**config.mk**
```make
export PLATFORM = sky130hd
export DESIGN_NAME = sub16_serial
export DESIGN_NICKNAME = d
export VERILOG_FILES = /design/src/rtl/arith_pkg.sv /design/src/rtl/full_sub.sv /design/src/rtl/sub16_serial.sv
export SDC_FILE = /design/constraint.sdc
export NUM_CORES = 1
export LEC_CHECK = 0
export BUFFER_PORTS_ARGS = -buffer_cell sky130_fd_sc_hd__buf_2
export CAP_MARGIN = 20
export CORE_MARGIN = 2
export CORE_UTILIZATION = 45
export DETAILED_ROUTE_END_ITERATION = 16
export GPL_ROUTABILITY_DRIVEN = 0
export HOLD_SLACK_MARGIN = 0.15
export PLACE_DENSITY = 0.68
export SETUP_SLACK_MARGIN = 0.02
export SYNTH_ARGS = -nofsm -noshare
export SYNTH_HDL_FRONTEND = slang
export SYNTH_SLANG_ARGS = --single-unit
```
**constraint.sdc**
```tcl
create_clock -name clk -period 2.5 [get_ports clk]
set_clock_uncertainty 0.05 [all_clocks]
set_input_delay 0.125 -clock clk [delete_from_list [all_inputs] [get_ports clk]]
set_output_delay 0.125 -clock clk [all_outputs]
set_load 0.01 [all_outputs]
```
**src/rtl/arith_pkg.sv**
```systemverilog
// rtl/arith_pkg.sv - shared types and constants for the arithmetic-unit library
package arith_pkg;

  typedef enum logic [1:0] {IDLE, RUN, DONE} state_t;

  localparam int DEF_WIDTH = 16;

  // Step counter must hold values 0..n inclusive.
  function automatic int cnt_width(input int n);
    return $clog2(n + 1);
  endfunction

endpackage

```
**src/rtl/full_sub.sv**
```systemverilog
// rtl/full_sub.sv - 1-bit full subtractor cell, counterpart of the adder's full-adder cell
module full_sub (
  input  logic a,
  input  logic b,
  input  logic br,
  output logic d,
  output logic bo
);

  assign d  = a ^ b ^ br;
  assign bo = (~a & b) | (~(a ^ b) & br);

endmodule

```
**src/rtl/sub16_serial.sv**
```systemverilog
// rtl/sub16_serial.sv - sequential subtractor, STEP bits per cycle from the LSB up
module sub16_serial
  import arith_pkg::*;
#(
  parameter int WIDTH = DEF_WIDTH,
  parameter int STEP  = 1
) (
  input  logic             clk,
  input  logic             rst,
  input  logic             start,
  input  logic [WIDTH-1:0] x,
  input  logic [WIDTH-1:0] y,
  input  logic             bin,
  output logic             busy,
  output logic             done,
  output logic [WIDTH-1:0] diff,
  output logic             bout
);

  localparam int N  = WIDTH / STEP;
  localparam int CW = cnt_width(N);

  state_t               state_q;
  logic [CW-1:0]        cnt_q;
  logic [WIDTH-1:0]     xs_q, ys_q, res_q, diff_q;
  logic                 br_q, bout_q, busy_q, done_q;

  logic [STEP:0]        chain_d;
  logic [STEP-1:0]      dstep_d;
  logic [WIDTH+STEP-1:0] cat_d;
  logic [WIDTH-1:0]     res_d;
  logic                 last_d;

  assign chain_d[0] = br_q;

  for (genvar i = 0; i < STEP; i++) begin : g_cell
    full_sub u_fs (
      .a  (xs_q[i]),
      .b  (ys_q[i]),
      .br (chain_d[i]),
      .d  (dstep_d[i]),
      .bo (chain_d[i+1])
    );
  end

  // New result bits enter at the MSB end so the LSB slice ends up at bit 0 after N steps.
  assign cat_d  = {dstep_d, res_q};
  assign res_d  = cat_d[WIDTH+STEP-1:STEP];
  assign last_d = (cnt_q == CW'(N - 1));

  always_ff @(posedge clk) begin
    if (rst) begin
      state_q <= IDLE;
      cnt_q   <= '0;
      xs_q    <= '0;
      ys_q    <= '0;
      res_q   <= '0;
      br_q    <= 1'b0;
      diff_q  <= '0;
      bout_q  <= 1'b0;
      busy_q  <= 1'b0;
      done_q  <= 1'b0;
    end else begin
      done_q <= 1'b0;
      if (state_q == RUN) begin
        xs_q  <= xs_q >> STEP;
        ys_q  <= ys_q >> STEP;
        res_q <= res_d;
        br_q  <= chain_d[STEP];
        cnt_q <= cnt_q + CW'(1);
        if (last_d) begin
          state_q <= DONE;
          busy_q  <= 1'b0;
          done_q  <= 1'b1;
          diff_q  <= res_d;
          bout_q  <= chain_d[STEP];
        end
      end else if (start) begin
        // IDLE and DONE both accept a new request; DONE gives back-to-back throughput.
        state_q <= RUN;
        busy_q  <= 1'b1;
        cnt_q   <= '0;
        xs_q    <= x;
        ys_q    <= y;
        br_q    <= bin;
        res_q   <= '0;
      end else begin
        state_q <= IDLE;
      end
    end
  end

  assign busy = busy_q;
  assign done = done_q;
  assign diff = diff_q;
  assign bout = bout_q;

endmodule

```
==> flow_summary.toml, run 1 <==
[outcome]
status = "complete, no violations"

[power]
cell_area_power_density_nw_per_um2 = 660
p_leak_nw = 1.66
worst_ir_drop_vdd_v = 0.000574

[layout]
fillers = 557
final_cell_count_no_fill = 461
flow.area_growth_from_synthesis_pct = 30.3
mostFrequentLayoutCell = "dfxtp_1"
mostFrequentLayoutCells = "dfxtp_1, buf_2, dlygate4sd3_1"
layout-drive-gt1-share_pct = 20.8
nets = 418
layout.core_utilization_pct = 60.6
antenna_cells_inserted = 0

[synthesis]
synth_edf_count = 0
mappedNetlistArea_um2 = 2950
unique_cell_type_count_in_the_yosys_netlist = 31
ys_ff_latch = 74
yosys_warnings = 0
synthesis.nets = 332
synth_cells = 293
synth.avg_cell_area_um2 = 10.1
asyncSetResetFlopFracSynth_pct = 0
synth_sequential_area_ratio_pct = 50.1
synth_top_flop_cell = "dfxtp_1"

[timing]
finalSetupViolations = 0
tightest_slew_ps = 702
grt_setup_unrepaired = "false"
layout_worst_path_cycle_share_pct = 78.8
fin_setup_tns_ps = 0
hold_violations = 0
final_critical_path_setup_slack_ps = 530
final-max-slew-violation-count = 0
fin_worst_hold_slack_ps = 385
timing.max_slew.rel_slack_pct = 53.1
fmax_mhz = 508
final_period_minus_worst_setup_slack_ps = 1970

[critical_path]
startpoint_type = "register"
worst-endpoint-arrival_ps = 2200
critical_path_top_delay_cell = "nor3b_4"
crit_path_max_incr_delay_ps = 640
path_delay_family = "simple AND/OR/NAND/NOR gates"
worstSetupEndpointType = "register"
critical-path-top-cell-by-count = "ha_1"
cp_cell_sequence = "ha_1 > and3_1 > ha_1 > nor3b_4 > a22o_1"
critical_path_buf_inv_count = 0
critPathMaxFanout = 18
crit_required_ps = 2730
setup.worst_path.class = "reg2reg"

[floorplan]
pin_count = 55
horiz_die_dim_um = 85.0
std_cell_rows = 29
die_area_um2 = 7230
die_h_um = 85.0
design.core.area_um2 = 6350
initial_standard_cell_utilization_of_the_core_pct = 46.5

[clock_network]
tritoncts = "done"
tritoncts_buffers = 9
clock_pin_slew_of_the_registers_on_the_worst_case_setup_and_hold_paths_ps = 70
clock_sinks = 74
clk-insertion-delay-late_ps = 340
cts-htree-levels = 3
clockBufferDepth = 2
ctsRootBufferMaster = "clkbuf_8"

[global_routing]
globalRoute.totalOverflow = 0
wire_length_of_the_first_global_routing_pass_mm = 10.7
grt_antenna_before_repair = 0
grt_pass1_vias = 2332
groute.usage.overall_pct = 18.4
grt_max_degree = 68

[route]
firstDrtPassIters = 4
post_drt_wl_per_cell_um = 13.3
post_drt_via_cell_ratio = 5.22
detail-route-antenna-nets = 0
drc_errors = 0
drtIter0Drc = 87
wl_mm = 6.15
routed-via-count = 2406

[placement]
detailedPlace.worstSlack_ps = 577
place.detailed.hpwl_mm = 3.66
place.port_buffers = 54
placed_cells = 402

[flow_run]
max_cap_violations = 0

[worst_hold_path]
min-delay-path-class = "in2reg"
[synthesized netlist by cell type (2+ instances only)]
| cell type | count | area share (%) |
|---|---|---|
| buf_4 | 8 | 2.0 |
| nor3_1 | 2 | 0.34 |
| buf_2 | 7 | 1.2 |
| nor2_1 | 30 | 3.8 |
| a21oi_1 | 20 | 3.4 |
| mux2i_1 | 32 | 11 |
| nand3_1 | 21 | 3.6 |
| buf_1 | 2 | 0.25 |
| a211oi_1 | 32 | 8.1 |
| nand2b_1 | 2 | 0.42 |
| inv_1 | 5 | 0.64 |
| a22o_1 | 17 | 5.0 |
| buf_6 | 3 | 1.1 |
| ha_1 | 2 | 0.85 |
| clkbuf_1 | 5 | 0.64 |
| nand2_1 | 17 | 2.2 |
| dfxtp_1 | 74 | 50 |
[layer usage]
layer	track usage [%]	routed length, um	vias up
met5	0	0	-
met4	5.19	57	0
met3	7.20	256	6
met2	31.1	3010	53
met1	21.8	2820	1125
li1	-	-	1222
[flip-flops by register name, summed over array words and instances (netlist names)]
| register | cells |
|---|---|
| diff | 16 |
| xs_q | 16 |
| ys_q | 16 |
| res_q | 15 |
| cnt_q | 5 |
| state_q | 2 |
| bout | 1 |
| br_q | 1 |
| busy | 1 |
| done | 1 |
[worst paths after layout]
kind / startpoint / depth (start not counted) / to / slack, ps
setup / recovery: cnt_q[0] / 5 / diff[12] / 530
hold / removal: start / 3 / xs_q[15] / 380
setup reg to reg: cnt_q[0] / 5 / diff[12] / 530
hold reg to reg: res_q[10] / 2 / res_q[9] / 420
[report_power, final]
part	internal [mW]	switching [mW]
clock	0.559	0.439
combinational	0.146	0.137
sequential	1.23	0.0293
total	1.93	0.605
[metrics by stage]
step                      power [mW]  instance area, um2
after floorplan                 1.45                2950
after global placement          1.50                3200
after detailed placement        1.51                3200
after CTS                       2.56                3850
after global routing            2.66                3850
final                           2.54                3850
[worst reg2reg max path, stage by stage (launching register included)]
cell     delay (ps)
dfxtp_1         380
ha_1            210
and3_1          170
ha_1            230
nor3b_4         640
a22o_1          230
[cell type report]
cell class                      count  area, um2  area share, %
Clock buffer                        9        124           3.22
Clock inverter                      7       93.8           2.44
Inverter                            5       18.8          0.488
Multi-Input combinational cell    188       1290           33.6
Sequential cell                    74       1480           38.5
Tap cell                           77       96.3           2.50
Timing Repair Buffer              101        743           19.3
[kinds of logic after synthesis]
family,Yosys count,share of synthesized area [%]
AOI/OAI and AO/OA,73,18.0
muxes,33,11.4
DFF,74,50.1
and+or+nand+nor,79,12.8
adders and majority gates,3,1.52
buffers and inverters,31,6.14
[what timing repair did]
item	CTS	global route
setup buffers	0	0
hold endpoints to repair	34	0
gates resized for setup	0	0
hold buffers	43	0
Note: power is estimated with default switching activity, not from simulation.
==> run 2, diff against run 1 <==
--- a/config.mk
+++ b/config.mk
@@ -5,6 +5,7 @@
 export SDC_FILE = /design/constraint.sdc
 export NUM_CORES = 1
 export LEC_CHECK = 0
+export ABC_AREA = 1
 export BUFFER_PORTS_ARGS = -buffer_cell sky130_fd_sc_hd__buf_2
 export CAP_MARGIN = 20
 export CORE_MARGIN = 2
@@ -12,7 +13,7 @@
 export DETAILED_ROUTE_END_ITERATION = 16
 export GPL_ROUTABILITY_DRIVEN = 0
 export HOLD_SLACK_MARGIN = 0.15
-export PLACE_DENSITY = 0.68
+export PLACE_DENSITY = 0.7
 export SETUP_SLACK_MARGIN = 0.02
 export SYNTH_ARGS = -nofsm -noshare
 export SYNTH_HDL_FRONTEND = slang
==> constraint.sdc (replaced) <==
create_clock -name clk -period 1.62 [get_ports clk]
set_clock_uncertainty 0.05 [all_clocks]
set_input_delay 0.081 -clock clk [delete_from_list [all_inputs] [get_ports clk]]
set_output_delay 0.081 -clock clk [all_outputs]
set_load 0.01 [all_outputs]
==> flow_summary.toml, run 2 <==
[worst_hold_path]
worst_hold_path.num_cells = 2
min-delay-path-class = "reg2reg"

[synthesis]
unique_cell_type_count_in_the_yosys_netlist = 20
synth.avg_cell_area_um2 = 7.11
synth_cells = 441
synth_top_flop_cell = "dfxtp_1"
synth_sequential_area_ratio_pct = 47.2
synth_top_cells_by_area = "dfxtp_1, nand3_1, nand2_1"
synth_common_cells = "nand2_1, nand3_1, dfxtp_1"
yosys_warnings = 0
most_common_cell_in_the_synthesized_netlist = "nand2_1"
netlist.top_cell.by_area = "dfxtp_1"
yosysTopAreaCellShare_pct = 47.2
asyncSetResetFlopFracSynth_pct = 0
mappedNetlistArea_um2 = 3140
ys_ff_latch = 74
synthesis.nets = 480
synth_edf_count = 0

[clock_network]
clock_pin_slew_of_the_registers_on_the_worst_case_setup_and_hold_paths_ps = 90
tritoncts_buffers = 9
clock_sinks = 74
clockBufferDepth = 2
tritoncts = "done"
clk-insertion-delay-late_ps = 350
ctsRootBufferMaster = "clkbuf_8"
cts-htree-levels = 3

[timing]
fmax_mhz = 689
layout_worst_path_cycle_share_pct = 89.6
tightest_slew_ps = 574
final-max-slew-violation-count = 0
fin_setup_tns_ps = 0
hold_violations = 0
grt_setup_unrepaired = "false"
finalSetupViolations = 0
final_period_minus_worst_setup_slack_ps = 1450
timing.max_slew.rel_slack_pct = 61.7

[layout]
antenna_cells_inserted = 0
mostFrequentLayoutCell = "nand2_1"
nets = 561
layout.core_utilization_pct = 59.7
layout-drive-gt1-share_pct = 17.3
mostFrequentLayoutCells = "nand2_1, nand3_1, dfxtp_1"
flow.area_growth_from_synthesis_pct = 28.6

[power]
power_frac_comb_pct = 10.9
sw_frac_of_total_pct = 26.7
clock_power_share_pct = 39.2
p_leak_nw = 2.00
net-switching-power_mw = 1.02
power_frac_seq_pct = 49.9
internal_power_mw = 2.80
cell_area_power_density_nw_per_um2 = 949
worst_ir_drop_vdd_v = 0.000671

[critical_path]
setup.worst_path.class = "reg2reg"
critPathMaxFanout = 18
worstSetupEndpointType = "register"
timing.reg2reg.worst_path_depth = 9
startpoint_type = "register"
worst-endpoint-arrival_ps = 1700
crit_required_ps = 1870

[floorplan]
pin_count = 55
die_area_um2 = 7650
die_h_um = 87.5
initial_standard_cell_utilization_of_the_core_pct = 46.4
std_cell_rows = 30
horiz_die_dim_um = 87.5
design.core.area_um2 = 6760

[route]
post_drt_wl_per_cell_um = 11.7
routed-via-count = 3045
detail-route-antenna-nets = 0
firstDrtPassIters = 4
post_drt_via_cell_ratio = 5.02
wl_mm = 7.11
drc_errors = 0
drtIter0Drc = 178

[global_routing]
grt_max_degree = 66
grt_pass1_vias = 2805
globalRoute.totalOverflow = 0
groute.usage.overall_pct = 20.0
wire_length_of_the_first_global_routing_pass_mm = 12.1
grt_antenna_before_repair = 0

[flow_run]
max_cap_violations = 0

[placement]
place.port_buffers = 54
place.detailed.hpwl_mm = 4.18

[outcome]
status = "complete, no violations"
[run 2: cell count changes after synthesis, sizes merged, moves of 2 or more]
cell    delta
nand3     +90
mux2i     -32
inv       +38
nor3       -2
nor2      -21
buf        +6
nand2b     -3
nor3b      -2
a211oi    -30
a22o      -17
o21ai      +3
nand2    +127
[run 2: final timing paths]
kind	startpoint	endpoint	slack [ps]
min reg2reg	res_q[1]	diff[0]	400
max	cnt_q[1]	diff[12]	170
min	res_q[1]	diff[0]	400
max reg2reg	cnt_q[1]	diff[12]	170
[run 2: per-layer routing]
| layer | wire length (um) | track usage [%] | up-vias |
|---|---|---|---|
| met5 | 0 | 0 | - |
| met2 | 3440 | 33.3 | 82 |
| li1 | - | - | 1565 |
| met4 | 141 | 9.93 | 0 |
| met1 | 3210 | 24.6 | 1386 |
| met3 | 318 | 4.08 | 12 |
[run 2: through the flow]
step                worst slack (ps)  total power, mW  hold slack [ps]  instances  instance area, um2
floorplan                        190             2.19              180        441                3140
global placement                 122             2.29              308        555                3450
detailed placement              70.8             2.30              311        555                3450
CTS                              124             3.86              403        607                4030
global route                    36.5             3.98              413        607                4030
finish                           169             3.83              399        607                4030
[run 2: repair_timing]
| action | 4_1_cts | 5_1_grt |
|---|---|---|
| setup endpoints to repair | 7 | 10 |
| resized for setup | 0 | 1 |
| setup buffers | 1 | 0 |
| pin swaps | 1 | 0 |
| hold buffers | 35 | 0 |
| hold endpoints to repair | 53 | 0 |
[run 2: final cells by class]
cell class	count	area (um2)
fillers	635	2720
flip-flops and latches	74	1480
multi-input cells	293	1330
repair buffers	101	748
inverters	43	161
clock buffers	9	124
well taps	80	100
clock inverters	7	85.1
[run 2: critical path, stage by stage, from the launching register on]
cell and delay (ps):
dfxtp_1 370, ha_1 190, inv_1 60, nor2_1 100, ha_1 160, nand2_2 80
nor2_4 140, buf_12 150, nand2_1 60, nand2_1 50
[run 2: kinds of logic after synthesis]
| group | Yosys count | synth area share (%) |
|---|---|---|
| flip-flops | 74 | 47.2 |
| buffers and inverters | 74 | 10.4 |
| AO/OA/AOI/OAI | 25 | 4.15 |
| adder cells (fa/ha/maj) | 3 | 1.44 |
| AND/OR/NAND/NOR | 265 | 36.8 |
[run 2: power groups by stage]
stage          sequential (mW)  combinational [mW]  clock, mW
3_3_place_gp              1.95               0.345          0
4_1_cts                   1.91               0.416       1.53
2_1_floorplan             1.94               0.246          0
5_1_grt                   1.92               0.470       1.59
3_5_place_dp              1.95               0.350          0
6_report                  1.91               0.416       1.50
==> run 3, diff against run 2 <==
--- a/config.mk
+++ b/config.mk
@@ -13,7 +13,7 @@
 export DETAILED_ROUTE_END_ITERATION = 16
 export GPL_ROUTABILITY_DRIVEN = 0
 export HOLD_SLACK_MARGIN = 0.15
-export PLACE_DENSITY = 0.7
+export PLACE_DENSITY = 0.67
 export SETUP_SLACK_MARGIN = 0.02
 export SYNTH_ARGS = -nofsm -noshare
 export SYNTH_HDL_FRONTEND = slang
==> constraint.sdc (replaced) <==
create_clock -name clk -period 1.65 [get_ports clk]
set_clock_uncertainty 0.05 [all_clocks]
set_input_delay 0.0825 -clock clk [delete_from_list [all_inputs] [get_ports clk]]
set_output_delay 0.0825 -clock clk [all_outputs]
set_load 0.01 [all_outputs]
==> flow_summary.toml, run 3 (synthesis gave the netlist of run 2 again) <==
[outcome]
status = "complete, no violations"

[timing]
final_period_minus_worst_setup_slack_ps = 1510
timing.max_slew.rel_slack_pct = 76.6
final-max-slew-violation-count = 0
fin_setup_tns_ps = 0
final_critical_path_setup_slack_ps = 141
finalSetupViolations = 0
grt_setup_unrepaired = "false"
layout_worst_path_cycle_share_pct = 91.5
tightest_slew_ps = 351
fmax_mhz = 663
hold_violations = 0

[power]
cell_area_power_density_nw_per_um2 = 915
worst_ir_drop_vdd_v = 0.000468
p_leak_nw = 2.00
power_after_layout_mw = 3.69

[route]
drc_errors = 0
drtIter0Drc = 149
post_drt_via_cell_ratio = 4.94
routed-via-count = 3006
firstDrtPassIters = 4
post_drt_wl_per_cell_um = 11.8
detail-route-antenna-nets = 0
wl_mm = 7.22

[critical_path]
worst-endpoint-arrival_ps = 1740
critical_path_buf_inv_count = 2
crit_required_ps = 1880
worstSetupEndpointType = "register"
critPathMaxFanout = 17
path_delay_family = "adder cells"
crit_path_max_incr_delay_ps = 340
critical_path_top_delay_cell = "dfxtp_1"
critPathLaunch = "cnt_q[0]"
setup.worst_path.class = "reg2reg"
rr_startpoint = "cnt_q[0]"
startpoint_type = "register"
cp_cell_sequence = "ha_1 > inv_1 > nor2_1 > ha_1 > nand2_2 > buf_4 > nand2_1 > nor2_1"

[clock_network]
tritoncts = "done"
cts-htree-levels = 3
ctsRootBufferMaster = "clkbuf_8"
tritoncts_buffers = 9
clockBufferDepth = 2
clock_sinks = 74
clock_pin_slew_of_the_registers_on_the_worst_case_setup_and_hold_paths_ps = 80
clk-insertion-delay-late_ps = 330

[global_routing]
groute.usage.overall_pct = 20.1
grt_antenna_before_repair = 0
wire_length_of_the_first_global_routing_pass_mm = 12.2
grt_pass1_vias = 2668
grt_max_degree = 46
globalRoute.totalOverflow = 0

[layout]
fillers = 622
mostFrequentLayoutCells = "nand2_1, nand3_1, dfxtp_1"
final_cell_count_no_fill = 609
layout-drive-gt1-share_pct = 17.4
mostFrequentLayoutCell = "nand2_1"
antenna_cells_inserted = 0
flow.area_growth_from_synthesis_pct = 28.8
nets = 563

[flow_run]
max_cap_violations = 0

[floorplan]
die_h_um = 87.5
die_area_um2 = 7650
horiz_die_dim_um = 87.5
initial_standard_cell_utilization_of_the_core_pct = 46.4
pin_count = 55
std_cell_rows = 30
design.core.area_um2 = 6760

[worst_hold_path]
min-delay-path-class = "reg2reg"
min_from = "res_q[1]"

[placement]
detailedPlace.worstSlack_ps = 87.1
placed_cells = 557
place.detailed.hpwl_mm = 4.38
place.port_buffers = 54
-- run 3: power by group --
part / internal (mW) / total [mW] / switching (mW)
registers: 1.84 / 1.87 / 0.0323
clock network: 0.739 / 1.40 / 0.664
logic: 0.191 / 0.417 / 0.226
-- run 3: worst reg2reg max path, cell delays in order (launching register included) --
cell     delay, ps
dfxtp_1        340
ha_1           200
inv_1           70
nor2_1          50
ha_1           180
nand2_2        120
buf_4          240
nand2_1        100
nor2_1         100
-- run 3: worst paths after layout --
kind / to / slack, ps / depth (start not counted)
max: busy / 140 / 8
max reg2reg: busy / 140 / 8
min: diff[0] / 400 / 2
min reg2reg: diff[0] / 400 / 2
-- run 3: routing by layer --
metal | share of wire, % | global-route usage [%] | vias up
met5 | 0 | 0 | -
met4 | 1.8 | 7.97 | 0
met3 | 5.0 | 5.02 | 11
met2 | 46 | 30.8 | 74
met1 | 48 | 27.1 | 1354
li1 | - | - | 1567
-- run 3: cell type report --
type	count	area [um2]	area share [%]
Inverter	43	161	4.00
Sequential cell	74	1480	36.7
Timing Repair Buffer	103	763	18.9
Multi-Input combinational cell	293	1330	33.0
Tap cell	80	100	2.48
Clock inverter	6	63.8	1.58
Clock buffer	10	138	3.41
-- run 3: per-stage QoR --
stage / hold WS [ps] / utilization, % / area, um2
after floorplan: 181 / - / 3140
after global placement: 300 / 51.3 / 3470
after detailed placement: 308 / 51.3 / 3470
after CTS: 404 / 59.5 / 4020
after global routing: 440 / 59.8 / 4040
final: 402 / 59.8 / 4040
-- run 3: timing repair --
action | in CTS | in global routing
endpoints found under the hold margin | 54 | 0
gates resized for setup | 0 | 0
setup buffers | 0 | 1
endpoints found under the setup margin | 0 | 17
hold buffers | 35 | 0
